--- config.mk ---
export PLATFORM = sky130hd
export DESIGN_NAME = axis_pkt_gen
export DESIGN_NICKNAME = d
export VERILOG_FILES = /design/src/rtl/axis_pkt_gen_pkg.sv /design/src/rtl/axis_pkt_gen_fmt.sv /design/src/rtl/axis_pkt_gen.sv
export SDC_FILE = /design/constraint.sdc
export NUM_CORES = 1
export LEC_CHECK = 0
export ABC_AREA = 1
export CORE_ASPECT_RATIO = 1.5
export CORE_MARGIN = 2
export CORE_UTILIZATION = 35
export CTS_CLUSTER_DIAMETER = 200
export DETAILED_ROUTE_END_ITERATION = 8
export PLACE_DENSITY = 0.62
export SLEW_MARGIN = 20
export SYNTH_ARGS = -nofsm -noshare
export SYNTH_HDL_FRONTEND = slang
export SYNTH_SLANG_ARGS = --single-unit
--- constraint.sdc ---
create_clock -name aclk -period 8.5 [get_ports aclk]
set_input_delay 2.125 -clock aclk [delete_from_list [all_inputs] [get_ports aclk]]
set_output_delay 2.125 -clock aclk [all_outputs]
set_load 0.1 [all_outputs]
--- src/rtl/axis_pkt_gen_pkg.sv ---
// Shared types and helpers for the AXI4-Stream packet generator.
// Optional tkeep support is enabled with AXIS_PKT_GEN_TKEEP_EN.
package axis_pkt_gen_pkg;

  localparam int BYTE_W = 8;

  typedef enum logic [1:0] {
    ST_IDLE,
    ST_SEND,
    ST_GAP
  } state_t;

  function automatic int unsigned ceil_div(input int unsigned len, input int unsigned bytes);
    return (len + bytes - 1) / bytes;
  endfunction

endpackage

--- src/rtl/axis_pkt_gen_fmt.sv ---
// Combinational beat formatter: lane j carries (base + off + j) mod 256.
// With AXIS_PKT_GEN_TKEEP_EN, lanes past the remaining length are masked and zeroed.
module axis_pkt_gen_fmt
  import axis_pkt_gen_pkg::*;
#(
  parameter int DATA_WIDTH = 8
`ifdef AXIS_PKT_GEN_TKEEP_EN
  ,
  parameter int LEN_WIDTH  = 16
`endif
) (
  input  logic [7:0]                     base,
  input  logic [7:0]                     off,
`ifdef AXIS_PKT_GEN_TKEEP_EN
  input  logic [LEN_WIDTH-1:0]           rem,
  output logic [DATA_WIDTH/BYTE_W-1:0]   keep,
`endif
  output logic [DATA_WIDTH-1:0]          data
);

  localparam int BYTES = DATA_WIDTH / BYTE_W;

  logic [7:0] first_byte;
  assign first_byte = base + off;

  for (genvar gi = 0; gi < BYTES; gi++) begin : g_lane
    logic [7:0] lane_val;
    assign lane_val = first_byte + 8'(gi);
`ifdef AXIS_PKT_GEN_TKEEP_EN
    logic lane_en;
    assign lane_en = (32'(rem) > 32'(gi));
    assign keep[gi] = lane_en;
    assign data[gi*BYTE_W +: BYTE_W] = lane_en ? lane_val : 8'h00;
`else
    assign data[gi*BYTE_W +: BYTE_W] = lane_val;
`endif
  end

endmodule

--- src/rtl/axis_pkt_gen.sv ---
// AXI4-Stream packet generator: IDLE/SEND/GAP sequencer with registered stream outputs.
// Define AXIS_PKT_GEN_TKEEP_EN to add m_axis_tkeep and zero the padding lanes.
module axis_pkt_gen
  import axis_pkt_gen_pkg::*;
#(
  parameter int DATA_WIDTH = 8,
  parameter int LEN_WIDTH  = 16,
  parameter int GAP_WIDTH  = 8
) (
  input  logic                    aclk,
  input  logic                    areset,
  input  logic                    cfg_start,
  input  logic [LEN_WIDTH-1:0]    cfg_len,
  input  logic [15:0]             cfg_count,
  input  logic [GAP_WIDTH-1:0]    cfg_gap,
  input  logic [7:0]              cfg_seed,
  input  logic                    cfg_stop,
  output logic                    busy,
  output logic                    pkt_done,
  output logic [15:0]             pkt_cnt,
  output logic                    m_axis_tvalid,
  input  logic                    m_axis_tready,
  output logic [DATA_WIDTH-1:0]   m_axis_tdata,
  output logic                    m_axis_tlast
`ifdef AXIS_PKT_GEN_TKEEP_EN
  ,
  output logic [DATA_WIDTH/8-1:0] m_axis_tkeep
`endif
);

  localparam int BYTES = DATA_WIDTH / BYTE_W;

  state_t                state_reg;
  logic [LEN_WIDTH-1:0]  beats_reg, beats_left_reg;
  logic [15:0]           count_reg, pkt_cnt_reg;
  logic [GAP_WIDTH-1:0]  gap_reg, gap_cnt_reg;
  logic [7:0]            base_reg, off_reg;
  logic                  stop_pend_reg, pkt_done_reg, tvalid_reg, tlast_reg;
  logic [DATA_WIDTH-1:0] tdata_reg, fmt_data;
`ifdef AXIS_PKT_GEN_TKEEP_EN
  localparam logic [LEN_WIDTH-1:0] BYTES_L = LEN_WIDTH'(BYTES);
  logic [LEN_WIDTH-1:0]  len_reg, rem_reg, nb_rem;
  logic [BYTES-1:0]      tkeep_reg, fmt_keep;
`endif

  logic                  hs, last_hs, more, stop_now, start_ok, ld;
  logic [7:0]            nb_base, nb_off;
  logic [LEN_WIDTH-1:0]  nb_left, start_beats;

  assign start_beats = LEN_WIDTH'(ceil_div(32'(cfg_len), BYTES));

  // The next beat is formatted ahead of time and loaded into the output registers when ld is high.
  always_comb begin
    hs       = tvalid_reg & m_axis_tready;
    last_hs  = hs & tlast_reg;
    more     = (count_reg == 16'd0) || (pkt_cnt_reg + 16'd1 != count_reg);
    stop_now = stop_pend_reg | cfg_stop;
    start_ok = (state_reg == ST_IDLE) & cfg_start & (cfg_len != '0) & ~cfg_stop;
    ld       = 1'b0;
    nb_base  = base_reg;
    nb_off   = off_reg + 8'(BYTES);
    nb_left  = beats_left_reg - LEN_WIDTH'(1);
`ifdef AXIS_PKT_GEN_TKEEP_EN
    nb_rem   = rem_reg - BYTES_L;
`endif
    case (state_reg)
      ST_IDLE: begin
        if (start_ok) begin
          ld      = 1'b1;
          nb_base = cfg_seed;
          nb_off  = 8'd0;
          nb_left = start_beats;
`ifdef AXIS_PKT_GEN_TKEEP_EN
          nb_rem  = cfg_len;
`endif
        end
      end
      ST_SEND: begin
        if (hs && !tlast_reg) begin
          ld = 1'b1;
        end else if (last_hs && more && !stop_now && gap_reg == '0) begin
          ld      = 1'b1;
          nb_base = base_reg + 8'd1;
          nb_off  = 8'd0;
          nb_left = beats_reg;
`ifdef AXIS_PKT_GEN_TKEEP_EN
          nb_rem  = len_reg;
`endif
        end
      end
      ST_GAP: begin
        if (!cfg_stop && gap_cnt_reg == GAP_WIDTH'(1)) begin
          ld      = 1'b1;
          nb_off  = 8'd0;
          nb_left = beats_reg;
`ifdef AXIS_PKT_GEN_TKEEP_EN
          nb_rem  = len_reg;
`endif
        end
      end
      default: ;
    endcase
  end

  axis_pkt_gen_fmt #(
    .DATA_WIDTH(DATA_WIDTH)
`ifdef AXIS_PKT_GEN_TKEEP_EN
    ,
    .LEN_WIDTH (LEN_WIDTH)
`endif
  ) u_fmt (
    .base(nb_base),
    .off (nb_off),
`ifdef AXIS_PKT_GEN_TKEEP_EN
    .rem (nb_rem),
    .keep(fmt_keep),
`endif
    .data(fmt_data)
  );

  always_ff @(posedge aclk or posedge areset) begin
    if (areset) begin
      state_reg      <= ST_IDLE;
      beats_reg      <= '0;
      beats_left_reg <= '0;
      count_reg      <= '0;
      pkt_cnt_reg    <= '0;
      gap_reg        <= '0;
      gap_cnt_reg    <= '0;
      base_reg       <= '0;
      off_reg        <= '0;
      stop_pend_reg  <= 1'b0;
      pkt_done_reg   <= 1'b0;
      tvalid_reg     <= 1'b0;
      tlast_reg      <= 1'b0;
      tdata_reg      <= '0;
`ifdef AXIS_PKT_GEN_TKEEP_EN
      len_reg        <= '0;
      rem_reg        <= '0;
      tkeep_reg      <= '0;
`endif
    end else begin
      pkt_done_reg <= 1'b0;
      if (ld) begin
        tvalid_reg     <= 1'b1;
        tdata_reg      <= fmt_data;
        tlast_reg      <= (nb_left == LEN_WIDTH'(1));
        base_reg       <= nb_base;
        off_reg        <= nb_off;
        beats_left_reg <= nb_left;
`ifdef AXIS_PKT_GEN_TKEEP_EN
        rem_reg        <= nb_rem;
        tkeep_reg      <= fmt_keep;
`endif
      end
      case (state_reg)
        ST_IDLE: begin
          if (start_ok) begin
            state_reg     <= ST_SEND;
            beats_reg     <= start_beats;
            count_reg     <= cfg_count;
            gap_reg       <= cfg_gap;
            pkt_cnt_reg   <= 16'd0;
            stop_pend_reg <= 1'b0;
`ifdef AXIS_PKT_GEN_TKEEP_EN
            len_reg       <= cfg_len;
`endif
          end
        end
        ST_SEND: begin
          if (cfg_stop) stop_pend_reg <= 1'b1;
          if (last_hs) begin
            pkt_done_reg <= 1'b1;
            pkt_cnt_reg  <= pkt_cnt_reg + 16'd1;
            if (more && !stop_now) begin
              if (gap_reg != '0) begin
                state_reg   <= ST_GAP;
                gap_cnt_reg <= gap_reg;
                base_reg    <= base_reg + 8'd1;
                tvalid_reg  <= 1'b0;
                tlast_reg   <= 1'b0;
              end
            end else begin
              state_reg  <= ST_IDLE;
              tvalid_reg <= 1'b0;
              tlast_reg  <= 1'b0;
            end
          end
        end
        ST_GAP: begin
          if (cfg_stop)                           state_reg   <= ST_IDLE;
          else if (gap_cnt_reg == GAP_WIDTH'(1))  state_reg   <= ST_SEND;
          else                                    gap_cnt_reg <= gap_cnt_reg - GAP_WIDTH'(1);
        end
        default: state_reg <= ST_IDLE;
      endcase
    end
  end

  assign busy          = (state_reg != ST_IDLE);
  assign pkt_done      = pkt_done_reg;
  assign pkt_cnt       = pkt_cnt_reg;
  assign m_axis_tvalid = tvalid_reg;
  assign m_axis_tdata  = tdata_reg;
  assign m_axis_tlast  = tlast_reg;
`ifdef AXIS_PKT_GEN_TKEEP_EN
  assign m_axis_tkeep  = tkeep_reg;
`endif

endmodule

==> results of run 1 <==
==> Yosys cell counts (all sizes together) <==
| library cell | n |
|---|---|
| a21oi | 43 |
| a221oi | 3 |
| a22oi | 5 |
| a2bb2oi | 1 |
| a31oi | 5 |
| buf | 10 |
| clkbuf | 25 |
| clkinv | 1 |
| dfrtp | 110 |
| fa | 1 |
| ha | 13 |
| inv | 139 |
| nand2 | 325 |
| nand3 | 66 |
| nand3b | 3 |
| nand4 | 13 |
| nor2 | 91 |
| nor3 | 8 |
| nor3b | 3 |
| nor4 | 6 |
| o211ai | 15 |
| o21a | 1 |
| o21ai | 87 |
| o21bai | 2 |
| o221ai | 10 |
| o22ai | 11 |
| or2 | 3 |
| xnor2 | 10 |
| xor2 | 20 |
==> through the flow <==
stage / area (um2) / instances
after global routing: 8414 / 1357
after CTS: 8414 / 1357
after global placement: 8107 / 1341
final: 8414 / 1357
after detailed placement: 8107 / 1341
after floorplan: 7081 / 1030
==> cell families after synthesis <==
logic type                 Yosys count  share of synthesized area (%)
AOI/OAI and AO/OA                  183                          14.83
xor gates and xnor gates            30                          3.711
adders and majority gates           14                          2.580
buffers and inverters              175                          9.578
DFF                                110                          38.88
and+or+nand+nor                    518                          30.43
==> per-layer routing <==
metal  vias to the layer above  track usage, %  share of wire (%)  wire length, um
met4                         0           8.480                3.1              608
met2                       156           34.35                 51            10030
met5                         -               0                  0                0
met3                        33           3.101                3.9              768
li1                       3458               -                  -                -
met1                      3139           21.89                 42             8137
==> worst min path at each step <==
stage	cells past startpoint	startpoint	slack, ps	to
global route	2	beats_reg[3]	520	beats_reg[3]
global placement	2	m_axis_tdata[0]	470	m_axis_tdata[0]
finish	2	beats_reg[10]	490	beats_reg[10]
detailed placement	2	m_axis_tdata[1]	470	m_axis_tdata[1]
CTS	2	beats_reg[10]	490	beats_reg[10]
floorplan	2	beats_reg[10]	450	beats_reg[10]
==> power by group <==
part	switching, W	leakage [nW]	internal (W)
Combinational	0.000820	2.49	0.000426
Clock	0.000210	0.149	0.000239
Sequential	0.000149	1.39	0.000711
Total	0.00118	4.03	0.00138
==> area by class of cell <==
| class | instances | area [um2] | share of cell area [%] |
|---|---|---|---|
| multi-input cells | 745 | 3655 | 43.44 |
| flip-flops and latches | 110 | 2753 | 32.71 |
| inverters | 140 | 528.0 | 6.275 |
| clock buffers | 10 | 239.0 | 2.840 |
| clock inverters | 6 | 68.82 | 0.8178 |
| repair buffers | 86 | 845.8 | 10.05 |
| well taps | 260 | 325.3 | 3.866 |
==> critical path, cell delays in order <==
cell             delay [ps]
clkdlybuf4s50_1         420
nor4_1                  630
nand4_1                 250
nand2_1                 150
inv_2                    40
nor2_1                  270
inv_1                   120
o21ai_2                 350
nor2_1                   90
nand2_1                 120
inv_1                   120
nor3b_1                 270
ha_1                    330
a21oi_1                 140
nand2_1                  90
a21oi_1                 150
o21bai_1                120
nand2_1                  70
nand2_1                  40
a21oi_1                 150
xnor2_1                 150
xor2_1                  170
o21ai_1                  70
==> summary.md, run 1 <==
| Metric | Value |
|---|---|
| RSZ-0062 raised after global routing | `false` |
| Clock Path Buffers | `2` |
| Crit path kind | `primary input to flop` |
| Largest area contributor in the netlist | `dfrtp_1` |
| Synth top area share | `between 30% and 40%` |
| Period utilization | `approximately three quarters` |
| Starting Density | `a little over a third` |
| Hold Fails Final Rpt | `0` |
| Total grt overflow | `0` |
| Required time of the worst setup path | `roughly 8700 ps` |
| Worst-margin pin slew | `between 1000 and 1500 ps` |
| IO Count | `approximately 80` |
| Slew HR | `between 20% and 30%` |
| Clk sinks | `110` |
| Cell row count | `63` |
| R2R Setup Slk | `3450 ps` |
| Dpl ws | `1964 ps` |
| Gr usage total | `between 10% and 20%` |
| Worst reg2reg endpoint | `m_axis_tdata[7]` |
| Wire per inst | `approximately 14 um` |
| Final ANT Viol Nets | `0` |
| Final TNS setup | `0 ps` |
| Area growth from synthesis to layout | `18.84%` |
| YS warnings | `0` |
| Final clock skew | `around 10 ps` |
| Final Net Count | `approximately 1200` |
| CP max FO | `18` |
| Worst Reg-to-Reg Cells | `26` |
| Leakage | `~4.0 nW` |
| Worst vdd ir | `roughly 190 uV` |
| Die extent in x | `120.1 um` |
| Final Core Density | `between 40% and 50%` |
| Via count | `between 6000 and 7000` |
| CTS Root Cell | `clkbuf_16` |
| Setup crit end | `m_axis_tdata[7]` |
| Post-DP HPWL | `approximately 14000 um` |
| Crit path capture type | `flop` |
| Number of setup buffers added after CTS | `0` |
| Number of distinct library cells after synthesis | `38` |
| Minimum clock period after layout | `6251 ps` |
| Top post-synthesis cells by area | `dfrtp_1 (39%), nand2_1 (17%), inv_1 (7.2%), o21ai_0 (5.6%), nor2_1 (4.5%)` |
| Arr. time, crit path | `6480 ps` |
| Core area | `just under 0.02 mm2` |
| Fillers | `2052` |
| TritonCTS clock tree | `built` |
| F_max | `~160 MHz` |
| Worst-path clk slew | `roughly 70 ps` |
| Worst setup SP type | `primary input` |
| Worst-Skew Late Latency | `360 ps` |
| Total chip power | `between 0.002 and 0.003 W` |
| DRT iter0 DRCs | `roughly 530` |
| CP Launch Point | `cfg_len[15]` |
| Initial antenna violation count | `0` |
| Max Cap Violations | `0` |
| Largest net degree at the start of global routing | `a little over 70` |
| Commonest cells after routing, fill and taps aside | `nand2_1 (325), inv_1 (134), dfrtp_1 (110), nor2_1 (85), clkdlybuf4s50_1 (80)` |
| Status | `complete, no violations` |
| Final max-slew violation count | `0` |
| First-pass GRT wire length | `32600 um` |
| WHS | `between 400 and 500 ps` |
| RR Startpoint | `pkt_cnt[0]` |
| Vias in the first global route | `~6800` |
| Die Height | `around 180 um` |
| Mapped Area | `0.007081 mm2` |
| Seq cells post-synth | `110` |
| Syn Area/Cell | `6.874 um2` |
| Syn nets | `~1100` |
| Worst Hold Class | `flop to flop` |
| PnR worst setup slack | `approximately 2200 ps` |
| PD cells | `a little over 300 mW/mm2` |
| Sequential share of the synthesized area | `about two fifths` |
| Final wirelength | `between 15000 and 20000 um` |
| Layout cells sized above 1 | `3.646%` |
| CTS H-tree lvls | `3` |
| GPL Wtd Cong | `0.8596` |
| Hold_buf cts | `0` |
| Drt first pass iters | `5` |
| Post-Syn Instances | `between 1000 and 1500` |
| DRC viols | `0` |
| Most common cell after layout, fill and taps aside | `nand2_1` |
| IO Port Bufs | `80` |
| Count of final setup violators | `0` |
| Vias/cell | `5.001` |
| CTS Buf Count | `9` |
| Die ar. | `about 0.021 mm2` |
| Ant. Diodes | `0` |
| Cts repair resizes | `0` |
No activity file was read; power rests on OpenSTA's default activity.
==> run 2, diff against run 1 <==
==> constraint.sdc (replaced) <==
create_clock -name aclk -period 6.4 [get_ports aclk]
set_input_delay 1.6 -clock aclk [delete_from_list [all_inputs] [get_ports aclk]]
set_output_delay 1.6 -clock aclk [all_outputs]
set_load 0.1 [all_outputs]
==> summary.md, run 2 (synthesized netlist as in run 1, its figures left out) <==
| Metric | Value |
|---|---|
| Status | `complete, no violations` |
| Core area | `0.01979 mm2` |
| Crit path capture type | `flop` |
| TritonCTS clock tree | `built` |
| Hold Fails Final Rpt | `0` |
| Final ANT Viol Nets | `0` |
| PD cells | `about 400 mW/mm2` |
| Leakage | `4.042 nW` |
| Critical path buffers and inverters | `5` |
| Dpl ws | `747.1 ps` |
| Worst path top cell family by delay | `simple AND/OR/NAND/NOR gates` |
| Cts repair resizes | `0` |
| Worst-Skew Late Latency | `~370 ps` |
| Worst-path clk slew | `approximately 80 ps` |
| Post-DP Area | `approximately 0.0081 mm2` |
| Met2 Track Usage GR | `approximately 34%` |
| CP peak stage delay | `~470 ps` |
| Most common cell after layout, fill and taps aside | `nand2_1` |
| Die ar. | `0.02141 mm2` |
| WHS | `slightly below 500 ps` |
| Post-DP HPWL | `between 10000 and 15000 um` |
| Layout cells sized above 1 | `4.083%` |
| IO Port Bufs | `80` |
| GPL Wtd Cong | `approximately 0.84` |
| Arr. time, crit path | `around 5500 ps` |
| Gr usage total | `18.97%` |
| CTS Buf Count | `9` |
| Ant. Diodes | `0` |
| Area growth from synthesis to layout | `19.01%` |
| Crit path kind | `primary input to flop` |
| PnR worst setup slack | `approximately 1100 ps` |
| DRC viols | `0` |
| Final Net Count | `~1200` |
| IO Count | `81` |
| Cell row count | `63` |
| Layout Cells excl Fill | `between 1000 and 1500` |
| Final Cell Area | `around 0.0084 mm2` |
| CTS H-tree lvls | `3` |
| Count of final setup violators | `0` |
| Slew HR | `34.75%` |
| Largest net degree at the start of global routing | `slightly above 70` |
| Vias/cell | `approximately 5` |
| Worst vdd ir | `between 200 and 300 uV` |
| Clock Path Buffers | `2` |
| Drt first pass iters | `6` |
| Final clock skew | `approximately 9.5 ps` |
| Most frequent CP cell | `nand2_1` |
| Number of setup buffers added after CTS | `0` |
| CTS Root Cell | `clkbuf_16` |
| Period utilization | `82.41%` |
| Via count | `a little under 7000` |
| Vias in the first global route | `6553` |
| Max Cap Violations | `0` |
| Minimum clock period after layout | `~5300 ps` |
| Final wirelength | `just under 20000 um` |
| First-pass GRT wire length | `32160 um` |
| Slowest cell on the critical path | `clkdlybuf4s50_1` |
| Met1 Usage GRT | `21.97%` |
| Final TNS setup | `0 ps` |
| Met3 Use GR | `between 2 and 2.5%` |
| Die extent in x | `120.1 um` |
| Required time of the worst setup path | `6640 ps` |
| Wire per inst | `approximately 15 um` |
| Final max-slew violation count | `0` |
| Starting Density | `between 30 and 40%` |
| Worst-margin pin slew | `975.7 ps` |
| Hold_buf cts | `0` |
| Initial antenna violation count | `0` |
| RSZ-0062 raised after global routing | `false` |
| Placed insts | `1346` |
| Worst setup SP type | `primary input` |
| F_max | `~190 MHz` |
| CP max FO | `16` |
| Die Height | `around 180 um` |
| Total grt overflow | `0` |
| Fillers | `between 2000 and 2500` |
| Commonest cells after routing, fill and taps aside | `nand2_1 (325), inv_1 (134), dfrtp_1 (110), nor2_1 (85), clkdlybuf4s50_1 (80)` |
| DRT iter0 DRCs | `roughly 420` |
| Busiest grt layer | `met2` |
| Cell Chain, Critical Path | `clkdlybuf4s50_1 > nor4_1 > buf_4 > nand4_1 > nand2_1 > inv_2 > nor2_1 > inv_1 > o21ai_2 > nor2_1 > nand2_1 > inv_1 > nor3b_1 > ha_1 > a21oi_1 > nand2_1 > a21oi_1 > o21bai_1 > nand2_1 > nand2_1 > a21oi_1 > xnor2_1 > xor2_1 > o21ai_1` |
| Clk sinks | `110` |
| Worst Hold Class | `flop to flop` |
## run 2: changes by cell type in the layout (fill, tap and decap cells not counted), sizes merged
cell / change
buf: +5
bufinv: -1
clkbuf: -1
clkinv: +2
clkinvlp: -1
inv: +1
## run 2: layout make-up
type                    count  area [um2]  share of cell area [%]
multi-input cells         745        3655                   43.37
clock inverters             7       57.56                  0.6830
repair buffers             91       883.3                   10.48
clock buffers               9       225.2                   2.673
inverters                 140       528.0                   6.266
flip-flops and latches    110        2753                   32.67
well taps                 260       325.3                   3.860
## run 2: final timing paths
check / slack (ps) / startpoint / depth (start not counted) / endpoint
setup / recovery: 1130 / cfg_len[3] / 24 / m_axis_tdata[7]
hold / removal: 480 / m_axis_tdata[1] / 2 / m_axis_tdata[1]
setup reg to reg: 1890 / pkt_cnt[0] / 26 / m_axis_tdata[7]
hold reg to reg: 480 / m_axis_tdata[1] / 2 / m_axis_tdata[1]
max in group asynchronous: 3530 / areset / 3 / beats_reg[14]
min in group asynchronous: 1800 / areset / 2 / count_reg[0]
## run 2: stage by stage
stage                     utilization (%)  power (W)
after floorplan                         -   0.002395
after global placement              41.16   0.002803
after detailed placement            41.16   0.002830
after CTS                           42.59   0.003405
after global routing                42.59   0.003673
final                               42.59   0.003374
## run 2: per-layer routing
layer  wire length (um)  share of wire (%)  up-vias
met5                  0                  0        -
li1                   -                  -     3473
met2              10150                 51      142
met4                665                3.4        0
met3                607                3.1       40
met1               8402                 42     3158
## run 2: tightest hold or removal path, cell delays in order (launching register included)
cell and delay (ps):
dfrtp_1 350, nand2_1 50, nand2_1 50
## run 2: report_power, final
| group | internal, W | switching [W] | total [W] |
|---|---|---|---|
| registers | 0.000945 | 0.000202 | 0.00115 |
| logic | 0.000576 | 0.00109 | 0.00167 |
| clock network | 0.000271 | 0.000289 | 0.000560 |
| total | 0.00179 | 0.00158 | 0.00337 |
